File: config.mk
export PLATFORM = sky130hd
export DESIGN_NAME = flash_erase_rsp
export DESIGN_NICKNAME = d
export VERILOG_FILES = /design/src/rtl/flash_erase_rsp.sv
export SDC_FILE = /design/constraint.sdc
export NUM_CORES = 1
export LEC_CHECK = 0
export CAP_MARGIN = 20
export CELL_PAD_IN_SITES_DETAIL_PLACEMENT = 0
export CELL_PAD_IN_SITES_GLOBAL_PLACEMENT = 2
export CORE_ASPECT_RATIO = 1.2
export CORE_UTILIZATION = 28
export DETAILED_ROUTE_END_ITERATION = 7
export PLACE_DENSITY = 0.87
export SETUP_SLACK_MARGIN = 0.05
export SLEW_MARGIN = 20
export SYNTH_ARGS = -nofsm -noshare
export SYNTH_HDL_FRONTEND = slang
export SYNTH_SLANG_ARGS = --single-unit
File: constraint.sdc
create_clock -name clk_i -period 3.69 [get_ports clk_i]
set_clock_uncertainty 0.1 [all_clocks]
set_input_delay 0.738 -clock clk_i [delete_from_list [all_inputs] [get_ports clk_i]]
set_output_delay 0.738 -clock clk_i [all_outputs]
set_load 0.01 [all_outputs]
File: src/rtl/flash_erase_rsp.sv
// ---------------------------------------------------------------------------
// flash_erase_rsp
//
// Flash-side responder for erase requests. A level request (page or bank
// erase plus base word address) is checked when it is accepted. A legal
// request is carried out by writing all-ones to every word of the target
// page or bank through a single-port array write interface. The request
// completes with a one-cycle done_o or err_o pulse while req_i is still
// held, and the block then waits for req_i to drop before it accepts again.
//
// Optional feature (compile-time macro FLASH_ERASE_VERIFY_EN):
//   When defined, a VERIFY pass re-reads all erased words after the writes.
//   The first word that does not read back as all-ones ends the erase with
//   err_o.
//
// Ports:
//   clk_i, rst_ni   clock, asynchronous active-low reset
//   erase_en_i      erase permission, sampled only when a request is accepted
//   req_i           erase request level
//   op_i            0 = page erase, 1 = bank erase
//   addr_i          base word address of the page or bank
//   done_o, err_o   one-cycle completion / rejection pulses
//   busy_o          high whenever the block is not idle
//   mem_req_o       array access request
//   mem_we_o        1 = write, 0 = read
//   mem_addr_o      array word address
//   mem_wdata_o     array write data (always all-ones)
//   mem_gnt_i       array accepts the access this cycle
//   mem_rdata_i     array read data, valid the cycle after a granted read
// ---------------------------------------------------------------------------
module flash_erase_rsp #(
    parameter int AddrW        = 17,
    parameter int DataW        = 32,
    parameter int NumBanks     = 2,
    parameter int PagesPerBank = 256,
    parameter int WordsPerPage = 256
) (
    input  logic             clk_i,
    input  logic             rst_ni,
    input  logic             erase_en_i,
    input  logic             req_i,
    input  logic             op_i,
    input  logic [AddrW-1:0] addr_i,
    output logic             done_o,
    output logic             err_o,
    output logic             busy_o,
    output logic             mem_req_o,
    output logic             mem_we_o,
    output logic [AddrW-1:0] mem_addr_o,
    output logic [DataW-1:0] mem_wdata_o,
    input  logic             mem_gnt_i,
    input  logic [DataW-1:0] mem_rdata_i
);

    localparam int PageBits = $clog2(WordsPerPage);
    localparam int BankBits = $clog2(PagesPerBank * WordsPerPage);

    // Compared two bits wider than the address so the full array size never
    // overflows the comparison.
    localparam logic [AddrW+1:0] TotalWords =
        (AddrW+2)'(NumBanks * PagesPerBank * WordsPerPage);

    // Index of the final word of a page or a bank.
    localparam logic [AddrW:0] PageLast = (AddrW+1)'(WordsPerPage - 1);
    localparam logic [AddrW:0] BankLast = (AddrW+1)'(PagesPerBank * WordsPerPage - 1);

`ifdef FLASH_ERASE_VERIFY_EN
    typedef enum logic [2:0] {IDLE, WRITE, VERIFY, DONE, ERR, WAIT_REL} state_t;
`else
    typedef enum logic [2:0] {IDLE, WRITE, DONE, ERR, WAIT_REL} state_t;
`endif

    state_t           state;
    logic [AddrW-1:0] base;
    logic [AddrW:0]   count;
    logic [AddrW:0]   count_inc;
    logic [AddrW:0]   last;
    logic             mem_req_q;

    logic page_misaligned;
    logic bank_misaligned;
    logic out_of_range;
    logic reject;

    assign page_misaligned = (op_i == 1'b0) && (addr_i[PageBits-1:0] != '0);
    assign bank_misaligned = op_i && (addr_i[BankBits-1:0] != '0);
    assign out_of_range    = {2'b00, addr_i} >= TotalWords;
    assign reject          = !erase_en_i || page_misaligned || bank_misaligned || out_of_range;

    assign count_inc   = count + 1'b1;
    assign mem_wdata_o = '1;

`ifdef FLASH_ERASE_VERIFY_EN
    logic chk_valid;
    logic chk_last;
    logic rd_fail;

    // Read data is checked in the cycle it arrives. On a mismatch the read
    // already being offered for the next word is withdrawn in that same cycle,
    // so no word past the failing one is ever read.
    assign rd_fail   = chk_valid && (mem_rdata_i != '1);
    assign mem_req_o = mem_req_q && !rd_fail;
`else
    logic [DataW-1:0] unused_rdata;

    assign unused_rdata = mem_rdata_i;
    assign mem_req_o    = mem_req_q;
`endif

    always_ff @(posedge clk_i or negedge rst_ni) begin
        if (!rst_ni) begin
            state      <= IDLE;
            base       <= '0;
            count      <= '0;
            last       <= '0;
            mem_req_q  <= 1'b0;
            mem_we_o   <= 1'b0;
            mem_addr_o <= '0;
            done_o     <= 1'b0;
            err_o      <= 1'b0;
            busy_o     <= 1'b0;
`ifdef FLASH_ERASE_VERIFY_EN
            chk_valid  <= 1'b0;
            chk_last   <= 1'b0;
`endif
        end else begin
            done_o <= 1'b0;
            err_o  <= 1'b0;
            case (state)
                IDLE: begin
                    if (req_i) begin
                        busy_o <= 1'b1;
                        base   <= addr_i;
                        count  <= '0;
                        last   <= op_i ? BankLast : PageLast;
                        if (reject) begin
                            err_o <= 1'b1;
                            state <= ERR;
                        end else begin
                            mem_req_q  <= 1'b1;
                            mem_we_o   <= 1'b1;
                            mem_addr_o <= addr_i;
                            state      <= WRITE;
                        end
                    end
                end

                // The address advances only on a grant, so a stalled
                // write keeps presenting the same word.
                WRITE: begin
                    if (mem_req_o && mem_gnt_i) begin
                        if (count == last) begin
`ifdef FLASH_ERASE_VERIFY_EN
                            mem_we_o   <= 1'b0;
                            mem_addr_o <= base;
                            count      <= '0;
                            chk_valid  <= 1'b0;
                            chk_last   <= 1'b0;
                            state      <= VERIFY;
`else
                            mem_req_q <= 1'b0;
                            mem_we_o  <= 1'b0;
                            done_o    <= 1'b1;
                            state     <= DONE;
`endif
                        end else begin
                            count      <= count_inc;
                            mem_addr_o <= base + count_inc[AddrW-1:0];
                        end
                    end
                end

`ifdef FLASH_ERASE_VERIFY_EN
                // Reads are pipelined one deep: each granted read is checked
                // on the following edge while the next read is offered.
                VERIFY: begin
                    chk_valid <= 1'b0;
                    chk_last  <= 1'b0;
                    if (rd_fail) begin
                        mem_req_q <= 1'b0;
                        err_o     <= 1'b1;
                        state     <= ERR;
                    end else if (chk_valid && chk_last) begin
                        done_o <= 1'b1;
                        state  <= DONE;
                    end else if (mem_req_o && mem_gnt_i) begin
                        chk_valid <= 1'b1;
                        chk_last  <= (count == last);
                        if (count == last) begin
                            mem_req_q <= 1'b0;
                        end else begin
                            count      <= count_inc;
                            mem_addr_o <= base + count_inc[AddrW-1:0];
                        end
                    end
                end
`endif

                DONE: begin
                    state <= WAIT_REL;
                end

                ERR: begin
                    state <= WAIT_REL;
                end

                // A request that stays high after its pulse is never
                // treated as a fresh request.
                WAIT_REL: begin
                    if (!req_i) begin
                        busy_o <= 1'b0;
                        state  <= IDLE;
                    end
                end

                default: begin
                    state <= IDLE;
                end
            endcase
        end
    end

endmodule
==> results by group <==
Status
  • Status: complete, no violations

Synth
  • Gate count of the mapped netlist: 479
  • Synth Cell Area: just under 4000 um2
  • Distinct cells, synth: between 40 and 50
  • Number of synthesized register bits: between 60 and 70
  • Post-synthesis sequential area ratio: between 30 and 40%
  • Avg Inst Size Synth: between 8 and 9 um2
  • Synth warn: 0

Detailed routing
  • First drt pass iteration count: 4
  • DR iter-0 viols: about 150
  • Total routed wirelength: roughly 10000 um
  • Total number of vias: 3344
  • ANT nets after route: 0
  • Vias per cell: between 4 and 5
  • DR WL/cell: about 15 um
  • Remaining DRCs: 0

Clock network
  • CTS tree: yes
  • Later-pin clock latency in the skew report: 0.33 ns
  • Clock tree buffer depth: 2
  • Root buffer cell: clkbuf_16
  • CTS buffer count: 9
  • Hold buffers post-CTS: 0
  • CTS sink cnt: 61
  • Clock transition at the registers of the reported paths: 0.05 ns
  • Post-CTS Setup Inserts: 0
  • CTS resizes: 0
  • Clock H-tree levels: 3

Hold path
  • HP Class: register to register
  • Min-delay src: last[7]
  • Worst hold path cell count: 2

Setup path
  • Worst EP arrival: approximately 3.6 ns
  • FF-to-FF path depth: 12
  • Worst Path Required: about 3.8 ns
  • Crit end category: register
  • Worst Setup SP: count[0]
  • Slowest stage delay, CP: ~0.46 ns
  • CP Cell Sequence: ha_2, nand4_2, or3_4, nor2_1, xor2_1, ha_1, a21oi_1, o21ai_0, a31o_2, a31oi_1, xnor2_1, a21o_1
  • WS Path Type: register to register
  • Master of the slowest instance on the critical path: dfrtp_1
  • R2R Setup Slk: approximately 0.24 ns
  • Delay-heaviest family, CP: compound AO/OA/AOI/OAI gates
  • Maximum fanout along the worst path: 6
  • Crit path depth: 12
  • Startpoint types: register
  • WP buf/inv: 0
  • Reg-to-reg critical path startpoint: count[0]

Layout
  • Most common cell after layout, fill and taps aside: nand2_1
  • Layout Area Growth over Synthesis: 21.3%
  • Final non-filler cell total: between 700 and 800
  • N_diodes: 0
  • Register Area: roughly 1500 um2
  • Most frequent cells in the layout: nand2_1 (104), dfrtp_1 (61), o21ai_0 (44)
  • Final layout net count: about 600
  • Footprint of the multi-input gates: between 2000 and 2500 um2
  • FILL cells: approximately 1400
  • Fraction of layout cells with a size suffix above 1: just under 9%
  • Final instance area: around 4800 um2

Timing
  • Fin. Hold Viols: 0
  • Fin. max-slew vios: 0
  • Final Cycle Share: between 90% and 100%
  • Highest Clock Rate: roughly 0.29 GHz
  • Setup-failing EPs final: 0
  • Tmin final: about 3.4 ns
  • RSZ-0062 raised after global routing: false
  • Worst slew margin: between 30% and 40%
  • Tightest Pin Transition: 0.917 ns
  • Final setup TNS: 0 ns

Global route
  • Largest net degree at the start of global routing: 40
  • Total grt overflow: 0
  • GR Util All Layers: between 10% and 20%
  • Initial antenna violation count: 0
  • Vias in the first global route: around 3400
  • First-pass GRT wire length: around 17000 um

Pwr
  • Sw power: about 0.0013 W
  • Pwr dens: a little under 700 nW/um2
  • Comb power frac: a little over two fifths
  • Leak pwr: between 2 and 2.5 nW
  • Clock Power Share: approximately a quarter
  • Sequential power share: a little under a third
  • Total power: about 0.0034 W
  • Sw Share: 39.6%
  • P_int: 0.00203 W
  • Peak supply drop: 0.000349 V

Place
  • Placed cells: 687
  • Buffers on Ports: between 40 and 50
  • Placed cell areas: ~4500 um2
  • Post-detail-place hpwl: roughly 7800 um
  • Final GP Congestion: approximately 0.86

Floorplanning
  • Starting Density: between 20% and 30%
  • Die Footprint: 14700 um2
  • Die outline width: roughly 110 um
  • Top-Level Pins: 109
  • Core Region: between 10000 and 15000 um2
  • Cell Rows: 47
  • Die height: ~130 um

Job
  • Maxcap violations: 0
## tightest hold or removal path, cell delays in order (launching register included)
cell and delay [ns]:
dfrtp_1 0.32, inv_1 0.06, nand2_1 0.06
## power by group through the flow
stage	logic (W)	clock network, W	registers (W)
6_report	0.00147	0.000843	0.00104
5_1_grt	0.00165	0.000884	0.00107
4_1_cts	0.00148	0.000859	0.00104
3_5_place_dp	0.00146	0	0.00105
3_3_place_gp	0.00145	0	0.00104
2_1_floorplan	0.000943	0	0.00104
## through the flow
step                      hold slack [ns]  util [%]  setup slack, ns
after global placement              0.337      32.6            0.312
after floorplan                     0.322         -            0.641
after CTS                           0.368      34.8            0.209
final                               0.370      34.8            0.245
after detailed placement            0.354      32.6            0.225
after global routing                0.405      34.8           0.0802
## per-layer routing
metal  global-route usage (%)  share of wire (%)  vias to the layer above
li1                         -                  -                     1656
met1                     19.1                 47                     1618
met2                     25.5                 50                       62
met3                     2.24                2.1                        8
met4                     4.67                1.3                        0
met5                        0                  0                        -
## sequential cells by signal (all words and copies together), names as in the netlist
| signal | flops |
|---|---|
| count | 18 |
| base | 17 |
| mem_addr_o | 17 |
| state | 3 |
| last | 2 |
| busy_o | 1 |
| done_o | 1 |
| err_o | 1 |
| mem_req_o | 1 |
## path summary, 6_finish.rpt
kind	end
worst max-delay path	mem_addr_o[16]
worst min-delay path	last[7]
worst max register to register	mem_addr_o[16]
worst min register to register	last[7]
max in group asynchronous	count[7]
min in group asynchronous	err_o
## final cells by class
cell class	count	area share, %
Inverter	12	0.935
Timing Repair Buffer	56	10.9
Multi-Input combinational cell	387	45.8
Sequential cell	61	31.7
Clock buffer	9	4.68
Tap cell	171	4.44
Clock inverter	7	1.56
## cells by family after synthesis
kind of cell               share of synthesized area, %
AOI/OAI and AO/OA                                  15.2
xor gates and xnor gates                           6.62
adders and majority gates                          6.18
buffers and inverters                              9.29
DFF                                                38.4
muxes                                              2.87
other                                            0.0944
and+or+nand+nor                                    21.3
## cell usage after synthesis, drive strengths merged
cell      n  area (um2)
fa        1        20.0
or4       4        30.0
or3       3        23.8
buf      41         289
o31ai     6        45.0
nor3      4        25.0
xnor2    14         123
nand4     5        37.5
nand3     6        30.0
a21o      4        30.0
a211oi    1        7.51
mux2i     8        80.1
or2       2        12.5
clkbuf    9        35.0
a41o      1        10.0
inv      12        45.0
a31o      2        17.5
a31oi     1        6.26
nor4      6        37.5
nor2b     4        25.0
o221ai    2        23.8
and4      1        8.76
ha       18         225
mux2      3        33.8
nand2   104         390
and2      3        18.8
o211ai    4        35.0
nand2b    6        37.5
a21boi    1        7.51
a21oi    34         170
and3      4        25.0
o22ai     1        6.26
nor2     38         145
conb      1        3.75
o21ai    48         244
dfrtp    61        1530
xor2     16         140
Power figures use the tool's default switching activity.
